<file path="config.mk">
export PLATFORM = sky130hd
export DESIGN_NAME = dafx_i2s_tx
export DESIGN_NICKNAME = d
export VERILOG_FILES = /design/src/rtl/dafx_i2s_tx.sv
export SDC_FILE = /design/constraint.sdc
export NUM_CORES = 1
export LEC_CHECK = 0
export ABC_AREA = 1
export CORE_UTILIZATION = 49
export DETAILED_ROUTE_END_ITERATION = 10
export GPL_TIMING_DRIVEN = 1
export PLACE_DENSITY = 0.74
export SYNTH_ARGS = -nofsm -noshare
export SYNTH_HDL_FRONTEND = slang
export SYNTH_SLANG_ARGS = --single-unit
</file>
<file path="constraint.sdc">
create_clock -name clk -period 2.6 [get_ports clk]
set_input_delay 0.78 -clock clk [delete_from_list [all_inputs] [get_ports clk]]
set_output_delay 0.78 -clock clk [all_outputs]
set_load 0.02 [all_outputs]
</file>
<file path="src/rtl/dafx_i2s_tx.sv">
// I2S DAC-side transmitter: one-frame holding register feeding sclk/lrclk/sdata generated from clk.
// Define DAFX_I2S_TX_REPEAT_EN to resend the previous frame on underflow instead of silence.
module dafx_i2s_tx #(
    parameter int AUDIO_WIDTH_P = 24,
    parameter int SLOT_BITS_P   = 32,
    parameter int SCLK_DIV_P    = 20
) (
    input  logic                     clk,
    input  logic                     rst_n,
    input  logic                     cr_enable,
    input  logic [AUDIO_WIDTH_P-1:0] s_left,
    input  logic [AUDIO_WIDTH_P-1:0] s_right,
    input  logic                     s_valid,
    output logic                     s_ready,
    output logic                     i2s_sclk,
    output logic                     i2s_lrclk,
    output logic                     i2s_sdata,
    output logic                     sr_underflow,
    output logic [31:0]              sr_frame_cnt
);
    localparam int BW = $clog2(2 * SLOT_BITS_P);
    localparam int CW = (SCLK_DIV_P > 1) ? $clog2(SCLK_DIV_P) : 1;

    typedef enum logic {IDLE, RUN} state_t;

    state_t                   state;
    logic [CW-1:0]            div_cnt;
    logic [BW-1:0]            bit_idx;
    logic                     hold_full;
    logic [AUDIO_WIDTH_P-1:0] hold_l;
    logic [AUDIO_WIDTH_P-1:0] hold_r;
    logic [AUDIO_WIDTH_P-1:0] sh_l;
    logic [AUDIO_WIDTH_P-1:0] sh_r;
    logic [BW-1:0]            bit_nxt;
    logic [BW-1:0]            pos_nxt;
    logic                     right_nxt;
    logic                     sdata_nxt;

    assign s_ready = ~hold_full;

    // Next bit position and its data bit; slot position 0 is the I2S one-bit delay.
    always_comb begin
        bit_nxt   = (bit_idx == BW'(2 * SLOT_BITS_P - 1)) ? '0 : bit_idx + BW'(1);
        right_nxt = (bit_nxt >= BW'(SLOT_BITS_P));
        pos_nxt   = right_nxt ? bit_nxt - BW'(SLOT_BITS_P) : bit_nxt;
        sdata_nxt = 1'b0;
        for (int i = 0; i < AUDIO_WIDTH_P; i++) begin
            if (pos_nxt == BW'(AUDIO_WIDTH_P - i))
                sdata_nxt = right_nxt ? sh_r[i] : sh_l[i];
        end
    end

    always_ff @(posedge clk) begin
        if (!rst_n) begin
            state        <= IDLE;
            div_cnt      <= '0;
            bit_idx      <= '0;
            hold_full    <= 1'b0;
            hold_l       <= '0;
            hold_r       <= '0;
            sh_l         <= '0;
            sh_r         <= '0;
            i2s_sclk     <= 1'b0;
            i2s_lrclk    <= 1'b0;
            i2s_sdata    <= 1'b0;
            sr_underflow <= 1'b0;
            sr_frame_cnt <= '0;
        end else begin
            sr_underflow <= 1'b0;
            // Accept and consume are exclusive: accept needs empty, consume needs full.
            if (s_valid && s_ready) begin
                hold_full <= 1'b1;
                hold_l    <= s_left;
                hold_r    <= s_right;
            end
            case (state)
                IDLE: begin
                    i2s_sclk  <= 1'b0;
                    i2s_lrclk <= 1'b0;
                    i2s_sdata <= 1'b0;
                    if (cr_enable) begin
                        state     <= RUN;
                        i2s_sclk  <= 1'b1;
                        i2s_lrclk <= 1'b1;
                        bit_idx   <= BW'(2 * SLOT_BITS_P - 1);
                        div_cnt   <= '0;
                    end
                end
                RUN: begin
                    if (div_cnt == CW'(SCLK_DIV_P - 1)) begin
                        div_cnt  <= '0;
                        i2s_sclk <= ~i2s_sclk;
                        if (i2s_sclk) begin
                            if (bit_nxt == '0 && !cr_enable) begin
                                state     <= IDLE;
                                i2s_lrclk <= 1'b0;
                                i2s_sdata <= 1'b0;
                            end else begin
                                bit_idx   <= bit_nxt;
                                i2s_lrclk <= right_nxt;
                                i2s_sdata <= sdata_nxt;
                                if (bit_nxt == '0) begin
                                    if (hold_full) begin
                                        sh_l         <= hold_l;
                                        sh_r         <= hold_r;
                                        hold_full    <= 1'b0;
                                        sr_frame_cnt <= sr_frame_cnt + 32'd1;
                                    end else begin
                                        sr_underflow <= 1'b1;
`ifdef DAFX_I2S_TX_REPEAT_EN
                                        sh_l <= sh_l;
                                        sh_r <= sh_r;
`else
                                        sh_l <= '0;
                                        sh_r <= '0;
`endif
                                    end
                                end
                            end
                        end
                    end else begin
                        div_cnt <= div_cnt + CW'(1);
                    end
                end
                default: state <= IDLE;
            endcase
        end
    end
endmodule

</file>
# Word level (Yosys, flattened, before mapping)
# Cells that the tools add are included.
# totals
reg_bits	145
latchBits	0
ram_bits	0
mem_bits_ro	0
wordCells	147
mem_count	0
# op_classes
add_sub_neg	4
multipliers	0
div_mod_pow	0
magnitude_cmp	1
eq_ne	30
shift	0
n_mux	83
n_bitwise	7
reduce_logical	9
# ops
cell	n
1-bit 2-to-1 mux	67
6-bit by 5-bit equality test with 1-bit output (second input constant)	9
6-bit by 4-bit equality test with 1-bit output (second input constant)	8
24-bit 2-to-1 mux	2
6-bit 2-to-1 mux	6
32-bit by 1-bit adder with 32-bit output (second input constant)	1
6-bit by 3-bit equality test with 1-bit output (second input constant)	4
6-bit by 2-bit equality test with 1-bit output (second input constant)	2
6-bit one-hot mux with 2 select lines	1
5-bit 2-to-1 mux	2
5-bit one-hot mux with 2 select lines	1
1-bit one-hot mux with 2 select lines	4
1-bit NOT	7
6-bit by 1-bit adder with 6-bit output (second input constant)	1
6-bit by 1-bit equality test with 1-bit output (second input constant)	1
6-bit equality test (second input constant)	1
6-bit >= comparator (second input constant)	1
6-bit zero test	1
2-bit inequality test (second input constant)	3
6-bit AND reduction	1
6-bit OR reduction	1
6-bit subtractor (second input constant)	1
5-bit by 1-bit adder with 5-bit output (second input constant)	1
5-bit equality test (second input constant)	1
6 further kinds	7

# Longest topological paths before layout
# Gate-level depths: netlist of the first run.
# depth
word_depth	33
ltp_mapped	35
mapped_depth_nobuf	35

# Worst setup path before layout of the first run
# OpenSTA, ideal clock, no wires.
# synth_timing
path_kind	register to register
startpoint	register bit_idx[0]
endpoint	register sr_frame_cnt[29]
t_arrival_ns	2.544
t_required_ns	2.482
slack_ns	-0.062
path_stages_with_launch	22
path_buffers	1
synth_period_minus_slack_ns	2.662
cell_sequence	dfxtp_1 ha_1 nand2_2 o21ai_2 nand2_4 clkinv_2 buf_6 nor2_1 nand2_1 nand3_1 nor3_2 inv_2 nor2_4 inv_2 nor3_4 nand3_4 nor2_4 inv_2 nor2_4 nand4_1 o21ai_1 a21oi_1
# synth_via
elab_chain_cells	6
# synth_lines
item	line	source
from (decl)	28	logic [BW-1:0] bit_idx;
from (signal assigned)	85	bit_idx <= BW'(2 * SLOT_BITS_P - 1);
from (signal assigned)	99	bit_idx <= bit_nxt;
6-bit by 1-bit adder with 6-bit output or 6-bit equality test (tied branches)	43	bit_nxt = (bit_idx == BW'(2 * SLOT_BITS_P - 1)) ? '0 : bit_idx + BW'(1);
6-bit 2-to-1 mux (*)	43	
6-bit zero test (*)	94, 102	
1-bit logical AND	94	if (bit_nxt == '0 && !cr_enable) begin
1-bit NOT (no source line)	-	
6-bit AND reduction (no source line) (*)	-	
to (signal assigned)	107	sr_frame_cnt <= sr_frame_cnt + 32'd1;
to (decl)	19	output logic [31:0] sr_frame_cnt
# Every way passes the cells marked *; elsewhere a longest branch is shown, timed or not.
# A chain may end at the register's enable or synchronous reset.

# Worst setup path after layout of the first run
# layout_timing
startpoint	register bit_idx[1]
endpoint	register sr_frame_cnt[26]
# The elaborated chain is that of the path after synthesis.

==> results of run 1 <==
power groups by stage:
stage               sequential [uW]  clock [uW]  combinational (uW)
floorplan                      2390           0                 309
global placement               2390           0                 526
detailed placement             2390           0                 533
CTS                            2350        2330                 560
global route                   2360        2450                 672
finish                         2350        2320                 594
state kept, by name, summed over array words and instances (netlist names):
signal / count
sh_r: 24
state: 1
sr_underflow: 1
div_cnt: 5
i2s_lrclk: 1
hold_l: 24
i2s_sclk: 1
sh_l: 24
hold_full: 1
i2s_sdata: 1
hold_r: 24
sr_frame_cnt: 32
bit_idx: 6
cell type report:
| cell class | count | area share [%] |
|---|---|---|
| multi-input combinational | 644 | 37.7 |
| inverter | 81 | 3.54 |
| clock inverter | 15 | 1.51 |
| sequential | 145 | 32.6 |
| timing repair buffer | 171 | 17.5 |
| tap | 172 | 2.41 |
| clock buffer | 17 | 4.76 |
critical path, cell delays in order, from the launching register on:
cell     delay [ps]
dfxtp_4         380
ha_4            150
nand2_4          70
o21ai_2         130
nand2_2          90
nand2_4         120
buf_6           120
nand3_4         100
nor3_4          130
nand3_2         120
buf_6           140
buf_6           100
nor2_4          110
nand2_4          80
nor3_4          190
buf_6           160
nand2_2          90
nor4b_4         320
xnor2_1         150
nor2_1           50
synth_stat cells (2+ instances only):
library cell  count  share of area (%)
nor3_1           19                1.5
nor4_1            6               0.58
nor2_4            4               0.70
o21a_1            2               0.23
xnor2_1           4               0.54
a211oi_1          2               0.23
nand3_1          21                1.6
nor3_2            4               0.62
ha_1              7                1.4
inv_2             6               0.35
a21oi_1          83                6.4
nand2_2           5               0.48
clkbuf_1         36                2.1
nor2_1          149                8.7
nor3b_1           3               0.35
nand2_4           3               0.52
a31oi_1           8               0.78
nand2_1         218                 13
and3_1            2               0.19
clkinv_2          2               0.16
buf_1             2               0.12
a41oi_1           4               0.54
xor2_1            6               0.81
nand3_2           3               0.47
o21ai_1           2               0.16
o21ai_0          72                5.6
inv_1            71                4.1
dfxtp_1         145                 45
o41ai_1           2               0.27
nand4_1           4               0.39
buf_2             2               0.16
path summary, 6_finish.rpt:
check                                  endpoint  depth (start not counted)                     from  slack, ps
setup / recovery  sr_frame_cnt[26]$_SDFFE_PN0P_                         19  bit_idx[1]$_SDFFE_PN0P_       -290
hold / removal            sh_r[19]$_SDFFE_PN0P_                          2  hold_r[19]$_SDFFE_PN0P_        450
setup reg to reg  sr_frame_cnt[26]$_SDFFE_PN0P_                         19  bit_idx[1]$_SDFFE_PN0P_       -290
hold reg to reg           sh_r[19]$_SDFFE_PN0P_                          2  hold_r[19]$_SDFFE_PN0P_        450
routing by layer:
layer  part of all wire [%]  GRT usage [%]  up-vias
li1                       -              -     3252
met3                    5.3           5.40       20
met2                     46           40.3      184
met1                     47           35.2     2947
met4                    1.2           8.19        0
met5                      0              0        -
layout by cell type (no fill, tap or decap), types with 7 or more instances in the layout:
cell type and n:
nand2_1 208, dfxtp_1 141, nor2_1 134, clkdlybuf4s50_1 87
a21oi_1 82, buf_4 69, inv_1 68, o21ai_0 62
clkbuf_16 17, nand3_1 14, nor3_1 14, buf_6 13
nand2_2 12, nor2_4 11, nor2_2 9, inv_2 8
a31oi_1 8, o21ai_1 7
per-stage QoR:
step	util [%]	TNS [ps]	std cells	worst slack (ps)	instance area, um2
2_1_floorplan	-	0	911	15.8	6490
4_1_cts	67.2	-341	1226	-101	8550
3_5_place_dp	61.6	-3510	1183	-335	7840
6_report	70.3	-3590	1245	-295	8940
5_1_grt	70.3	-7980	1245	-515	8940
3_3_place_gp	61.6	-2920	1183	-306	7840
kinds of logic (layout without fill, tap and decap cells):
logic type / count (synthesis) / count (layout) / share of synthesized area, %
fa+ha+maj: 7 / 7 / 1.36
flops: 145 / 145 / 45.0
xor+xnor: 10 / 10 / 1.36
compound gates: 180 / 180 / 14.9
buf+inv: 122 / 284 / 7.33
simple gates: 447 / 447 / 30.1
what timing repair did:
| item | 4_1_cts | 5_1_grt |
|---|---|---|
| resized for setup | 22 | 69 |
| endpoints found under the setup margin | 13 | 26 |
| hold endpoints to repair | 0 | 0 |
| cloned | 0 | 0 |
| buffers inserted | 11 | 19 |
| pin swaps | 6 | 18 |
| hold buffers | 0 | 0 |
==> flow_summary.ini, run 1 <==
[place]
place_hpwl_um = 11200
gp_congestion = 0.956
port_buffers = 88

[yosys]
synth_fp_nets = 970
netlist_instances = 911
avgSynthCellArea_um2 = 7.08
synth_edf_count = 0
syn_area_mm2 = 0.00645
synth-seq-cells = 145
ys_seq_area_share_pct = 45.0
ys_warn_count = 0
async_flop_share_pct = 0
yosys.cell_types.count = 45
synthFlopType = dfxtp_1

[power_and_ir_drop]
internal_power_uw = 3890
max-vdd-ir-drop_mv = 0.498
power.density_mw_per_mm2 = 589
seq_power_share_pct = 44.6
switching_share_pct = 26.2
pwr-share-comb_pct = 11.3
power.switching_uw = 1380
power_frac_clock_pct = 44.1
p_leak_uw = 0.00352
p_total_uw = 5270

[timing]
fin_worst_skew_ps = 8.11
fmax_mhz = 345
fin_crit_sh_pct = 111
slew_viol_final = 0
final_hold_viol_count = 0
finalCriticalPeriod_ps = 2890
grt_setup_unrepaired = true
fin_hold_ws_ps = 449
setup_slack_ps = -295
maxSlewHeadroom_pct = 48.4
worst_pin_slew_ps = 767
report.final.setup_viol = 25

[floorplanning]
rows = 41
num_io_pins = 89
initial_core_util_pct = 50.7
fp.dieH_um = 117
dieArea_mm2 = 0.0136
core_mm2 = 0.0127
die_w_um = 117

[cts]
htreeDepth = 4
clk_latency_ps = 430
cts_buffer_depth = 2
cts_buffers = 17
cts_root_buf = clkbuf_16
cts_tree = yes
clock_sinks = 145
clk_pin_slew_worst_paths_ps = 60

[run_status]
failed_checks = setup timing
status = finished with violations

[worst_setup_path]
cp.required_ps = 2910
start_kind = flip-flop
worstSetupPathType = reg2reg
crit_arrival_ps = 3200
cp_max_fo = 7
end_kind = flip-flop

[cells_and_area]
multi_input_area_mm2 = 0.00337
syn2layout_area_growth_pct = 38.5
area.sequential_mm2 = 0.00291
num-fill-cells = 1043
n_antenna_cell = 0
final_nets = 1119
drive_gt1_share_pct = 19.3

[drt]
drt_iter0_drc = 474
ant_nets = 0
routedWlPerCell_um = 13.7
vias_per_cell = 5.14
routed_wl_um = 17100
dr.pass1.iters = 5
drc = 0
vias = 6403

[global_route]
grt_max_degree = 50
grt_pass1_vias = 5844
grt_pass1_wl_um = 27400
grt_antenna_before_repair = 0
grtUsageTotal_pct = 25.7
globalRoute.totalOverflow = 0

[flow_run]
drv_cap = 0

[worst_hold_path]
hold_path_class = reg2reg
No activity file was read; power rests on OpenSTA's default activity.
==> run 2, diff against run 1 <==
REMOVE_ABC_BUFFERS = 1   (was unset)
==> flow_summary.ini, run 2 (same netlist as run 1, synthesis figures left out) <==
[run_status]
status = finished with violations
failed_checks = setup timing

[worst_hold_path]
min_path_cells = 2
hold_path_class = reg2reg
hold_start = hold_r[15]$_SDFFE_PN0P_

[worst_setup_path]
critPathLaunch = bit_idx[0]$_SDFFE_PN0P_
worstSetupPathType = reg2reg
end_kind = flip-flop
cp_max_fo = 4
start_kind = flip-flop
critPathSlowestCell = dfxtp_2
crit_arrival_ps = 3250
crit_top_cell = nor2_4
reg2regPathDepth = 24
cp.required_ps = 2910
critPathTopFamily = simple AND/OR/NAND/NOR gates
timing.rr.start = bit_idx[0]$_SDFFE_PN0P_
crit_buf_inv = 7
regToRegSetupSlack_ps = -340
path_cells = ha_4, nand2_4, clkinv_4, nor2_2, buf_4, inv_4, nand2_4, inv_4, nand3_2, nor2_4, nand2_1, nand3_2, nor3_2, inv_2, nor2_4, inv_2, nor3_4, nand3_4, nor2_4, inv_2, nor2_4, nand4_1, o21ai_1, a21oi_1
max_stage_delay_ps = 340
cp.depth = 24

[drt]
dr.pass1.iters = 7
vias_per_cell = 5.09
ant_nets = 0
drt_iter0_drc = 422
vias = 6294
drc = 0
routed_wl_um = 16200
routedWlPerCell_um = 13.1

[timing]
fmax_mhz = 340
final_hold_viol_count = 0
setup_slack_ps = -340
grt_setup_unrepaired = true
worst_pin_slew_ps = 867
finalCriticalPeriod_ps = 2940
fin_crit_sh_pct = 113
maxSlewHeadroom_pct = 41.6
slew_viol_final = 0
report.final.setup_viol = 20
fin_worst_skew_ps = 8.02

[cells_and_area]
regMostFlops = sr_frame_cnt
multi_input_area_mm2 = 0.00325
layout_commonest_cell = nand2_1
final_util_pct = 68.9
area.sequential_mm2 = 0.00291
fin_cells = 1237
drive_gt1_share_pct = 16.2
largest_reg_flops = 32
layout_common_cells = 214 x nand2_1, 143 x dfxtp_1, 141 x nor2_1
n_antenna_cell = 0
final_nets = 1111
syn2layout_area_growth_pct = 35.9
num-fill-cells = 1083

[power_and_ir_drop]
max-vdd-ir-drop_mv = 0.472
p_leak_uw = 0.00344
p_total_uw = 5480
power.density_mw_per_mm2 = 625

[floorplanning]
core_mm2 = 0.0127
num_io_pins = 89
rows = 41
dieArea_mm2 = 0.0136
fp.dieH_um = 117
die_w_um = 117
initial_core_util_pct = 50.7

[global_route]
grt_antenna_before_repair = 0
grt_max_degree = 50
grt_pass1_wl_um = 26800
grtUsageTotal_pct = 24.9
grt_pass1_vias = 5741
globalRoute.totalOverflow = 0

[cts]
clock_sinks = 145
clk_pin_slew_worst_paths_ps = 60
cts_tree = yes
htreeDepth = 4
cts_root_buf = clkbuf_16
cts_buffers = 17
cts_buffer_depth = 2
clk_latency_ps = 420

[flow_run]
drv_cap = 0

[place]
port_buffers = 88
placed_cells = 1195
gp_congestion = 0.943
dpl_worst_slack_ps = -363
place_hpwl_um = 10700
-- run 2: layout make-up --
type,count,share of cell area [%]
Clock buffer,20,5.21
Clock inverter,12,1.86
Inverter,81,3.65
Multi-Input combinational cell,645,37.0
Sequential cell,145,33.1
Tap cell,172,2.45
Timing Repair Buffer,162,16.7
-- run 2: repair_timing --
action / CTS / global route
buffers inserted: 7 / 2
pin swaps: 9 / 2
cloned: 1 / 0
gates resized for setup: 26 / 21
endpoints found under the setup margin: 17 / 27
hold buffers: 0 / 0
-- run 2: per-layer routing --
layer	vias up	track usage, %	part of all wire [%]
met5	-	0	0
met3	31	5.66	4.3
met1	2894	33.0	47
met2	152	40.2	47
li1	3217	-	-
met4	0	8.44	1.8
-- run 2: path summary, 6_finish.rpt --
path	endpoint
worst max register to register	sr_frame_cnt[29]$_SDFFE_PN0P_
worst min register to register	sh_r[15]$_SDFFE_PN0P_
worst max-delay path	sr_frame_cnt[29]$_SDFFE_PN0P_
worst min-delay path	sh_r[15]$_SDFFE_PN0P_
-- run 2: metrics by stage --
stage | TNS [ps] | hold WS (ps) | area, um2
after global placement | -3060 | 444 | 7900
after floorplan | -76480 | 438 | 6290
after global routing | -8220 | 473 | 8770
after CTS | -1110 | 454 | 8690
final | -3580 | 454 | 8770
after detailed placement | -3670 | 449 | 7900
-- run 2: report_power, final --
group / switching, uW / internal (uW) / leakage, uW
sequential: 46.3 / 2300 / 0.00118
clock: 904 / 1640 / 0.000309
combinational: 329 / 260 / 0.00195
total: 1280 / 4200 / 0.00344
-- run 2: worst reg2reg max path, stage by stage (launching register included) --
cell and delay, ps:
dfxtp_2 340, ha_4 170, nand2_4 100, clkinv_4 70, nor2_2 150, buf_4 150
inv_4 40, nand2_4 70, inv_4 30, nand3_2 110, nor2_4 50, nand2_1 90
nand3_2 110, nor3_2 150, inv_2 70, nor2_4 90, inv_2 60, nor3_4 170
nand3_4 130, nor2_4 180, inv_2 70, nor2_4 110, nand4_1 110, o21ai_1 140
a21oi_1 50
